### src/rtl/sweep_pkg.sv
// Shared types and constants for the sweep run-control sequencer.
package sweep_pkg;

  localparam int unsigned CFG_LOG2_W   = 12;
  localparam int unsigned THRESH_W     = 32;
  localparam int unsigned MIN_FFT_LOG2 = 3;

  typedef enum logic [2:0] {
    IDLE,
    ARM,
    CAPTURE,
    DRAIN,
    DONE
  } state_t;

  typedef struct packed {
    logic [CFG_LOG2_W-1:0] fft_log2;
    logic                  win_en;
    logic [THRESH_W-1:0]   threshold;
  } sweep_cfg_t;

  // Keep the requested FFT size inside what the pipeline supports.
  function automatic logic [CFG_LOG2_W-1:0] clamp_log2(input logic [CFG_LOG2_W-1:0] req,
                                                       input logic [CFG_LOG2_W-1:0] max_log2);
    if (req < CFG_LOG2_W'(MIN_FFT_LOG2)) return CFG_LOG2_W'(MIN_FFT_LOG2);
    else if (req > max_log2)              return max_log2;
    else                                  return req;
  endfunction

endpackage

### src/rtl/frame_gate.sv
// Registered ADC sample gate with sample and frame counters; flags the final
// sample of the sweep so only whole frames reach the pipeline.
module frame_gate
  import sweep_pkg::*;
#(
  parameter int unsigned DATA_W      = 16,
  parameter int unsigned LOG2_W      = 12,
  parameter int unsigned FRAME_CNT_W = 16
) (
  input  logic                   clk,
  input  logic                   rst_n,
  input  logic                   enable,
  input  logic                   clear,
  input  logic [LOG2_W-1:0]      fft_log2,
  input  logic [FRAME_CNT_W-1:0] num_frames,
  input  logic                   abort_pend,
  input  logic                   valid_in,
  input  logic [DATA_W-1:0]      data_in,
  output logic                   valid_out,
  output logic [DATA_W-1:0]      data_out,
  output logic [FRAME_CNT_W-1:0] in_frames,
  output logic                   frame_end
);

  localparam logic [LOG2_W-1:0] ONES = '1;

  logic [LOG2_W-1:0] sample_cnt;
  logic [LOG2_W-1:0] last_idx;
  logic              take;
  logic              wrap;
  logic              last_frame;

  assign last_idx   = ~(ONES << fft_log2);
  assign take       = enable & valid_in;
  assign wrap       = take && (sample_cnt == last_idx);
  assign last_frame = (num_frames != '0) && (FRAME_CNT_W'(in_frames + 1'b1) == num_frames);
  assign frame_end  = wrap && (last_frame || abort_pend);

  // Gate register and counters; data holds its last value while disabled.
  always_ff @(posedge clk or negedge rst_n) begin
    if (!rst_n) begin
      valid_out  <= 1'b0;
      data_out   <= '0;
      sample_cnt <= '0;
      in_frames  <= '0;
    end else begin
      valid_out <= take;
      if (enable) data_out <= data_in;
      if (clear) begin
        sample_cnt <= '0;
        in_frames  <= '0;
      end else if (take) begin
        sample_cnt <= wrap ? '0 : LOG2_W'(sample_cnt + 1'b1);
        if (wrap) in_frames <= FRAME_CNT_W'(in_frames + 1'b1);
      end
    end
  end

endmodule

### src/rtl/sweep_scheduler.sv
// Run-control sequencer: latches a sweep configuration, gates whole ADC frames,
// counts detector frames and signals completion or drain timeout.
module sweep_scheduler
  import sweep_pkg::*;
#(
  parameter int unsigned DATA_W       = 16,
  parameter int unsigned FFT_MAX_LOG2 = 12,
  parameter int unsigned FRAME_CNT_W  = 16,
  parameter int unsigned TIMEOUT_W    = 20
) (
  input  logic                    clk,
  input  logic                    rst_n,
  input  logic                    sw_start,
  input  logic                    sw_abort,
  input  logic [FFT_MAX_LOG2-1:0] sw_fft_log2,
  input  logic                    sw_win_en,
  input  logic [31:0]             sw_threshold,
  input  logic [FRAME_CNT_W-1:0]  sw_num_frames,
  input  logic [TIMEOUT_W-1:0]    sw_timeout,
  input  logic                    adc_valid_in,
  input  logic [DATA_W-1:0]       adc_data_in,
  output logic                    adc_valid_out,
  output logic [DATA_W-1:0]       adc_data_out,
  output logic [FFT_MAX_LOG2-1:0] cfg_fft_log2,
  output logic                    cfg_win_en,
  output logic [31:0]             cfg_threshold,
  input  logic                    mon_det_valid,
  input  logic                    mon_det_ready,
  input  logic                    mon_det_last,
  output logic                    busy,
  output logic                    done,
  output logic                    err_timeout,
  output logic [FRAME_CNT_W-1:0]  frames_done
);

  state_t                 state, state_nxt;
  sweep_cfg_t             cfg_q, cfg_d;
  logic [FRAME_CNT_W-1:0] num_frames_q, in_frames, fd_nxt;
  logic [TIMEOUT_W-1:0]   timeout_q, tmo_cnt, tmo_nxt;
  logic                   abort_pend_q, frame_end;
  logic                   gate_en, gate_clr, latch_cfg;
  logic                   det_beat, det_last_beat, complete, tmo_hit;

  assign cfg_fft_log2  = FFT_MAX_LOG2'(cfg_q.fft_log2);
  assign cfg_win_en    = cfg_q.win_en;
  assign cfg_threshold = cfg_q.threshold;

  assign det_beat      = mon_det_valid & mon_det_ready;
  assign det_last_beat = det_beat & mon_det_last;
  assign fd_nxt   = (det_last_beat && frames_done != '1) ? FRAME_CNT_W'(frames_done + 1'b1)
                                                         : frames_done;
  assign complete = (fd_nxt == in_frames);
  assign tmo_nxt  = det_beat ? '0 : TIMEOUT_W'(tmo_cnt + 1'b1);
  assign tmo_hit  = (timeout_q != '0) && (tmo_nxt == timeout_q);

  always_comb begin
    cfg_d.fft_log2  = clamp_log2(CFG_LOG2_W'(sw_fft_log2), CFG_LOG2_W'(FFT_MAX_LOG2));
    cfg_d.win_en    = sw_win_en;
    cfg_d.threshold = sw_threshold;
  end

  // State register; busy/done are flopped from the next state so they track it exactly.
  always_ff @(posedge clk or negedge rst_n) begin
    if (!rst_n) begin
      state <= IDLE;
      busy  <= 1'b0;
      done  <= 1'b0;
    end else begin
      state <= state_nxt;
      busy  <= (state_nxt != IDLE);
      done  <= (state_nxt == DONE);
    end
  end

  always_comb begin
    state_nxt = state;
    unique case (state)
      IDLE:    if (sw_start) state_nxt = ARM;
      ARM:     state_nxt = CAPTURE;
      CAPTURE: if (frame_end) state_nxt = DRAIN;
      DRAIN:   if (complete || tmo_hit) state_nxt = DONE;
      DONE:    state_nxt = IDLE;
      default: state_nxt = IDLE;
    endcase
  end

  always_comb begin
    gate_en   = 1'b0;
    gate_clr  = 1'b0;
    latch_cfg = 1'b0;
    unique case (state)
      ARM: begin
        latch_cfg = 1'b1;
        gate_clr  = 1'b1;
      end
      CAPTURE: gate_en = 1'b1;
      default: ;
    endcase
  end

  // Sweep configuration, frame monitor and drain timeout.
  always_ff @(posedge clk or negedge rst_n) begin
    if (!rst_n) begin
      cfg_q.fft_log2  <= CFG_LOG2_W'(FFT_MAX_LOG2);
      cfg_q.win_en    <= 1'b0;
      cfg_q.threshold <= '0;
      num_frames_q    <= '0;
      timeout_q       <= '0;
      abort_pend_q    <= 1'b0;
      frames_done     <= '0;
      tmo_cnt         <= '0;
      err_timeout     <= 1'b0;
    end else begin
      if (state == IDLE && sw_start) begin
        err_timeout <= 1'b0;
        frames_done <= '0;
      end
      if (latch_cfg) begin
        cfg_q        <= cfg_d;
        num_frames_q <= sw_num_frames;
        timeout_q    <= sw_timeout;
        abort_pend_q <= 1'b0;
      end
      if (state == CAPTURE && sw_abort) abort_pend_q <= 1'b1;
      if (state == CAPTURE || state == DRAIN) frames_done <= fd_nxt;
      tmo_cnt <= (state == DRAIN) ? tmo_nxt : '0;
      if (state == DRAIN && !complete && tmo_hit) err_timeout <= 1'b1;
    end
  end

  frame_gate #(
    .DATA_W      (DATA_W),
    .LOG2_W      (FFT_MAX_LOG2),
    .FRAME_CNT_W (FRAME_CNT_W)
  ) u_frame_gate (
    .clk        (clk),
    .rst_n      (rst_n),
    .enable     (gate_en),
    .clear      (gate_clr),
    .fft_log2   (cfg_fft_log2),
    .num_frames (num_frames_q),
    .abort_pend (abort_pend_q | sw_abort),
    .valid_in   (adc_valid_in),
    .data_in    (adc_data_in),
    .valid_out  (adc_valid_out),
    .data_out   (adc_data_out),
    .in_frames  (in_frames),
    .frame_end  (frame_end)
  );

endmodule

### config.mk
export PLATFORM = sky130hd
export DESIGN_NAME = sweep_scheduler
export DESIGN_NICKNAME = d
export VERILOG_FILES = /design/src/rtl/sweep_pkg.sv /design/src/rtl/frame_gate.sv /design/src/rtl/sweep_scheduler.sv
export SDC_FILE = /design/constraint.sdc
export NUM_CORES = 1
export LEC_CHECK = 0
export BUFFER_PORTS_ARGS = -buffer_cell sky130_fd_sc_hd__buf_2
export CAP_MARGIN = 0
export CORE_UTILIZATION = 25
export DETAILED_ROUTE_END_ITERATION = 8
export PLACE_DENSITY = 0.47
export SKIP_CTS_REPAIR_TIMING = 1
export SLEW_MARGIN = 20
export SYNTH_ARGS = -nofsm -noshare
export SYNTH_HDL_FRONTEND = slang
export SYNTH_SLANG_ARGS = --single-unit
### constraint.sdc
create_clock -name clk -period 4 [get_ports clk]
set_clock_uncertainty 0.2 [all_clocks]
set_input_delay 0.8 -clock clk [delete_from_list [all_inputs] [get_ports clk]]
set_output_delay 0.8 -clock clk [all_outputs]
set_load 0.02 [all_outputs]
=== Word level (Yosys, flattened, before mapping) ===
Index checks and enable logic that the tools add are counted.

* Flip-flop bits (word level): 169
* Bits in latches: 0
* RAM bits: 0
* ROM bits: 0
* Input port bits: 105
* Memories: 0

* Add/sub/neg operators: 4
* Multiply operators: 0
* Divide/modulo/power cells: 0
* $lt $le $gt $ge: 2
* Eq/ne operators: 9
* Shift operators: 1
* Multiplexer cells: 23
* Bitwise gates (word level): 5
* Reductions and logical operators: 23

{| class="wikitable"
|+ Operators with widths
! kind !! count
|-
| two-way mux 16 bit || 6
|-
| two-way mux 12 bit || 5
|-
| two-way mux 20 bit || 2
|-
| adder 16 x 1 -> 16 bit, second input constant || 2
|-
| == test 16 bit || 2
|-
| adder 20 x 1 -> 20 bit, second input constant || 1
|-
| == test 20 bit || 1
|-
| nonzero test 20 bit || 1
|-
| inequality test 16 bit, second input constant || 1
|-
| nonzero test 16 bit || 1
|-
| adder 12 x 1 -> 12 bit, second input constant || 1
|-
| == test 12 bit || 1
|-
| greater-than comparator 12 x 4 -> 1 bit, second input constant || 1
|-
| < comparator 12 x 2 -> 1 bit, second input constant || 1
|-
| inverter 12 bit || 1
|-
| one-hot mux 3 bit (4 select lines) || 1
|-
| left shift 12 x 12 -> 12 bit, first input constant || 1
|-
| nonzero test 2 bit || 5
|-
| logical AND 1 bit || 9
|-
| two-way mux 3 bit || 3
|-
| == test 3 x 2 -> 1 bit, second input constant || 2
|-
| two-way mux 1 bit || 6
|-
| AND 1 bit || 3
|-
| == test 3 x 1 -> 1 bit, second input constant || 1
|-
| other kinds (7) || 9
|}

=== Depth between registers and ports, before layout ===
* Depth after elaboration: 9
* Mapped depth: 11
* Depth with buffers taken out: 9

=== Cells and area by module ===
A second synthesis with hierarchy kept.

* Cells, all modules: 1,071
* Area, all modules: 9,515.4 um^2

{| class="wikitable"
|+ By module, submodules not included
! module !! times used !! cells an instance !! area each (um^2)
|-
| sweep_scheduler || 1 || 713 || 6,232.2
|-
| frame_gate || 1 || 358 || 3,283.1
|}

=== Least setup slack after synthesis ===
OpenSTA, ideal clock, no wires.

* Path type: reg-to-reg
* Start point: reg, netlist name cfg_fft_log2[10]
* End point: reg u_frame_gate.in_frames[9]
* Library setup time: 137 ps
* Data arrival time: 2,576 ps
* Data required time: 3,663 ps
* Slack: 1,088 ps
* Stages on the path, launching flop included: 11
* Buffers on the path: 2
* Clock period less this slack: 2,912 ps
* Cells stage by stage: dfrtp_1 > or4_1 > buf_4 > nor4_2 > o21ai_1 > a2111oi_4 > nand4b_2 > and2_4 > buf_6 > o21ai_2 > o41ai_2

* Word-level cells in the longest chain between the ends: 6

{| class="wikitable"
|+ Ends and longest elaborated chain
! element !! RTL line !! source
|-
| left shift 12 x 12 -> 12 bit || frame_gate.sv:33 || <nowiki>assign last_idx = ~(ONES << fft_log2);</nowiki>
|-
| inverter 12 bit || frame_gate.sv:33 ||
|-
| == test 12 bit || frame_gate.sv:35 || <nowiki>assign wrap = take && (sample_cnt == last_idx);</nowiki>
|-
| logical AND 1 bit || frame_gate.sv:35 ||
|-
| nonzero test 2 bit (no source line) || - ||
|-
| AND reduction 2 bit (no source line) || - ||
|-
| to (signal assigned) || frame_gate.sv:54 || <nowiki>if (wrap) in_frames <= FRAME_CNT_W'(in_frames + 1'b1);</nowiki>
|-
| to (decl) || frame_gate.sv:21 || <nowiki>output logic [FRAME_CNT_W-1:0] in_frames,</nowiki>
|}

Every way passes these cells.
A chain may end at the register's enable or synchronous reset.

=== Final worst setup path ===
* Start point: reg tmo_cnt[0]
* End point: reg state[2]

* Word-level cells in the longest chain between the ends: 7

{| class="wikitable"
|+ Ends and longest elaborated chain
! element !! RTL line !! source
|-
| from (decl) || sweep_scheduler.sv:39 || <nowiki>logic [TIMEOUT_W-1:0] timeout_q, tmo_cnt, tmo_nxt;</nowiki>
|-
| from (signal assigned) || sweep_scheduler.sv:126 || <nowiki>tmo_cnt <= (state == DRAIN) ? tmo_nxt : '0;</nowiki>
|-
| adder 20 x 1 -> 20 bit || sweep_scheduler.sv:53 || <nowiki>assign tmo_nxt = det_beat ? '0 : TIMEOUT_W'(tmo_cnt + 1'b1);</nowiki>
|-
| two-way mux 20 bit || sweep_scheduler.sv:53 ||
|-
| == test 20 bit || sweep_scheduler.sv:54 || <nowiki>assign tmo_hit = (timeout_q != '0) && (tmo_nxt == timeout_q);</nowiki>
|-
| logical AND 1 bit || sweep_scheduler.sv:54 ||
|-
| logical OR 1 bit || sweep_scheduler.sv:81 || <nowiki>DRAIN: if (complete || tmo_hit) state_nxt = DONE;</nowiki>
|-
| two-way mux 3 bit || sweep_scheduler.sv:81 ||
|-
| one-hot mux 3 bit (4 select lines) || sweep_scheduler.sv:77 || <nowiki>unique case (state)</nowiki>
|-
| via state_nxt[2] || sweep_scheduler.sv:36 || <nowiki>state_t state, state_nxt;</nowiki>
|-
| to (signal assigned) || sweep_scheduler.sv:69 || <nowiki>state <= state_nxt;</nowiki>
|-
| to (decl) || sweep_scheduler.sv:36 ||
|}

The timed path passes the listed nets, and every way through them passes these cells.

==> flow_metrics.tcl <==
set metrics [dict create \
    run_status "complete, no violations" \
    cts_num_sinks 169 \
    postSynthCellCount 1038 \
    vias 7939 \
    cts_tree "done" \
    r2r-start "tmo_cnt[0]" \
    clkTransAtPathRegs_ns 0.07 \
    holdCritPathClass "in2async" \
    critPathCapture "state[2]" \
    regArea_um2 4230 \
    cp_data_required_time_ns 4.17 \
    grt_setup_unrepaired "false" \
    ys.flop_type "dfrtp_1" \
    finalHoldViolations 0 \
    top_usage_layer "met2" \
    rr_worst_depth 9 \
    p_int_w 0.00278 \
    avgSynthCellArea_um2 8.89 \
    numPortBuffers 185 \
    synth_edf_count 0 \
    crit_fanout 7 \
    worst_pin_slew_ns 0.902 \
    synth.area.top_cells "dfrtp_1, nand2_1, xnor2_1" \
    final_cells 1679 \
    gp_congestion 0.841 \
    cp.arrival_ns 3.45 \
    synthToLayoutAreaGrowth_pct 21.4 \
    crit_type "reg2reg" \
    end_kind "register" \
    die_w_um 194 \
    ioPinCount 186 \
    overflow 0 \
    combPwrFrac_pct 8.2 \
    slew_headroom_pct 39.7 \
    startpoint_type "register" \
    switching_share_pct 27.5 \
    grtUsageMet3_pct 4.11 \
    dp_cells 1647 \
    power.leakage_nw 4.84 \
    fill_cells 3868 \
    use_met1_pct 20.3 \
    antenna_left 0 \
    ir_drop_mv 0.302 \
    drive_gt1_share_pct 23.1 \
    finalSetupViolCount 0 \
    grt_pass1_vias 7784 \
    antenna_found_initial 2 \
    synth_top_area_cell "dfrtp_1" \
    synth_seq_cells 169 \
    synth_area_um2 9230 \
    cts_root_buffer "clkbuf_16" \
    grt_start_max_net_pins 102 \
    cts_buffer_depth 2 \
    critPathLaunch "tmo_cnt[0]" \
    wl_per_cell_um 16.0 \
    die_area_um2 37700 \
    synthArstFlopShare_pct 100 \
    clkLatencyLatePin_ns 0.44 \
    maxSlewViolCount 0 \
    max_cap_violations 0 \
    multi_input_area_um2 4730 \
    cts_buffers 17 \
    cp_cell_sequence "ha_1 -> nand2_1 -> or3_1 -> and2_1 -> xnor2_1 -> o311a_1 -> nor4_1 -> and4_1 -> o211a_1" \
    r2r_slack_ns 0.73 \
    slowest_delay_ns 0.45 \
    fin_setup_tns_ns 0 \
    syn_nets 1147 \
    grt_util_all_layers_pct 14.6 \
    synth_top_area_share_pct 45.3 \
    drc 0 \
    yosysSeqAreaShare_pct 45.8 \
    fin_nets 1307 \
    placementRows 70 \
    htree_levels 4 \
    seqPwrFrac_pct 47.4 \
    viasPerCell 4.73 \
    hpwl_mm 19.3 \
    start_util_pct 25.3 \
    power_switching_w 0.00105 \
    fin_crit_ns 3.27 \
    wl_mm 26.8 \
    fin_crit_sh_pct 81.8 \
    power_density_nw_per_um2 342 \
    die_y_um 194 \
    yosysUniqueCellTypes 76 \
    pwr-share-clk_pct 44.4 \
    diodes 0 \
    cpMaxStageDelayCell "dfrtp_1" \
    grtUsageMet2_pct 22.2 \
    yosysWarnings 0 \
    grt_pass1_wl_mm 43.8 \
    drt_iter0_markers 437 \
    fmax_mhz 305 \
    core_area_um2 36400 \
    first_pass_iters 6 \
    rr_endpoint "state[2]" \
]
synthesized netlist by cell type (all sizes together) (6+ instances only):
cell type,count
xor2,36
or3,12
nor2b,13
buf,12
inv,11
nand3,43
and2,19
a21o,9
mux2,17
a31oi,7
clkbuf,44
nand4,24
xnor2,44
dfrtp,167
nand2b,6
or4,9
nor4,32
nor3,11
nand3b,6
o31ai,15
nor2,49
o21ai,61
and3,11
nand2,269
or2,7
nor3b,8
a21oi,27
metrics by stage:
step	area [um2]	utilization [%]	total power [W]	hold slack, ns	setup WS, ns
6_report	11200	30.8	0.00383	0.0378	0.727
3_5_place_dp	10600	29.2	0.00216	0.258	0.691
2_1_floorplan	9230	-	0.00199	0.268	1.09
5_1_grt	11200	30.8	0.00401	0.0458	0.533
4_1_cts	11200	30.8	0.00389	0.0338	0.732
3_3_place_gp	10600	29.2	0.00216	0.254	0.707
worst min path at each step:
| stage | startpoint | to | slack, ns |
|---|---|---|---|
| 2_1_floorplan | abort_pend_q | abort_pend_q | 0.27 |
| 3_3_place_gp | cfg_threshold[30] | cfg_threshold[30] | 0.25 |
| 3_5_place_dp | cfg_threshold[27] | cfg_threshold[27] | 0.26 |
| 4_1_cts | rst_n | cfg_fft_log2[0] | 0.03 |
| 5_1_grt | rst_n | tmo_cnt[7] | 0.05 |
| 6_report | rst_n | cfg_fft_log2[5] | 0.04 |
state kept, by name (all words and copies together), names as in the netlist:
| name | flops |
|---|---|
| u_frame_gate.valid_out | 1 |
| abort_pend_q | 1 |
| tmo_cnt | 20 |
| busy | 1 |
| state | 3 |
| u_frame_gate.sample_cnt | 12 |
| err_timeout | 1 |
| cfg_fft_log2 | 12 |
| cfg_win_en | 1 |
| num_frames_q | 16 |
| u_frame_gate.in_frames | 16 |
| done | 1 |
| timeout_q | 20 |
| u_frame_gate.data_out | 16 |
| cfg_threshold | 32 |
| frames_done | 16 |
critical path, delay by kind of cell (launching register included):
| kind | cells | cell delay [ns] |
|---|---|---|
| xor+xnor | 1 | 0.13 |
| fa+ha+maj | 1 | 0.30 |
| simple gates | 5 | 1.63 |
| flops | 1 | 0.45 |
| compound gates | 2 | 0.51 |
logic make-up (layout without fill, tap and decap cells):
group / count (synthesis) / after routing / share of synthesized area [%]
simple gates: 530 / 530 / 28.1
mux: 19 / 19 / 2.29
flops: 169 / 169 / 45.8
compound gates: 166 / 166 / 12.0
xor+xnor: 82 / 82 / 8.08
buf+inv: 67 / 240 / 3.02
fa+ha+maj: 5 / 5 / 0.651
power by group through the flow:
stage                     registers (W)  logic [W]  clock network, W
after floorplan                 0.00185   0.000139                 0
after global placement          0.00185   0.000316                 0
after detailed placement        0.00185   0.000316                 0
after CTS                       0.00182   0.000317           0.00176
after global routing            0.00182   0.000349           0.00184
final                           0.00182   0.000313           0.00170
per-layer routing:
metal,wire length [um],vias up
met3,1810,19
met1,13200,3719
met4,269,4
li1,-,3958
met2,11500,239
met5,22,-
cells in the final DEF (no fill, tap or decap), drive strengths merged, types with 3 or more instances in the layout:
master	synthesis	final
nand2	269	269
buf	12	197
dfrtp	167	167
o21ai	61	61
nor2	49	49
xnor2	44	44
nand3	43	43
xor2	36	36
nor4	32	32
a21oi	27	27
nand4	24	24
inv	11	22
and2	19	19
clkbuf	44	18
mux2	17	17
o31ai	15	15
nor2b	13	13
or3	12	12
and3	11	11
nor3	11	11
or4	9	9
a21o	9	9
nor3b	8	8
a31oi	7	7
or2	7	7
nand2b	6	6
nand3b	6	6
o211ai	5	5
a211oi	4	4
ha	4	4
a2111oi	4	4
o41ai	4	4
o32ai	3	3
a22oi	3	3
and4	3	3
cell type report:
| cell class | count | share of cell area (%) |
|---|---|---|
| multi-input cells | 802 | 42.2 |
| flip-flops and latches | 169 | 37.7 |
| repair buffers | 197 | 9.23 |
| well taps | 468 | 5.22 |
| clock buffers | 18 | 3.92 |
| clock inverters | 14 | 1.32 |
| inverters | 11 | 0.368 |
Note: power is estimated with default switching activity, not from simulation.
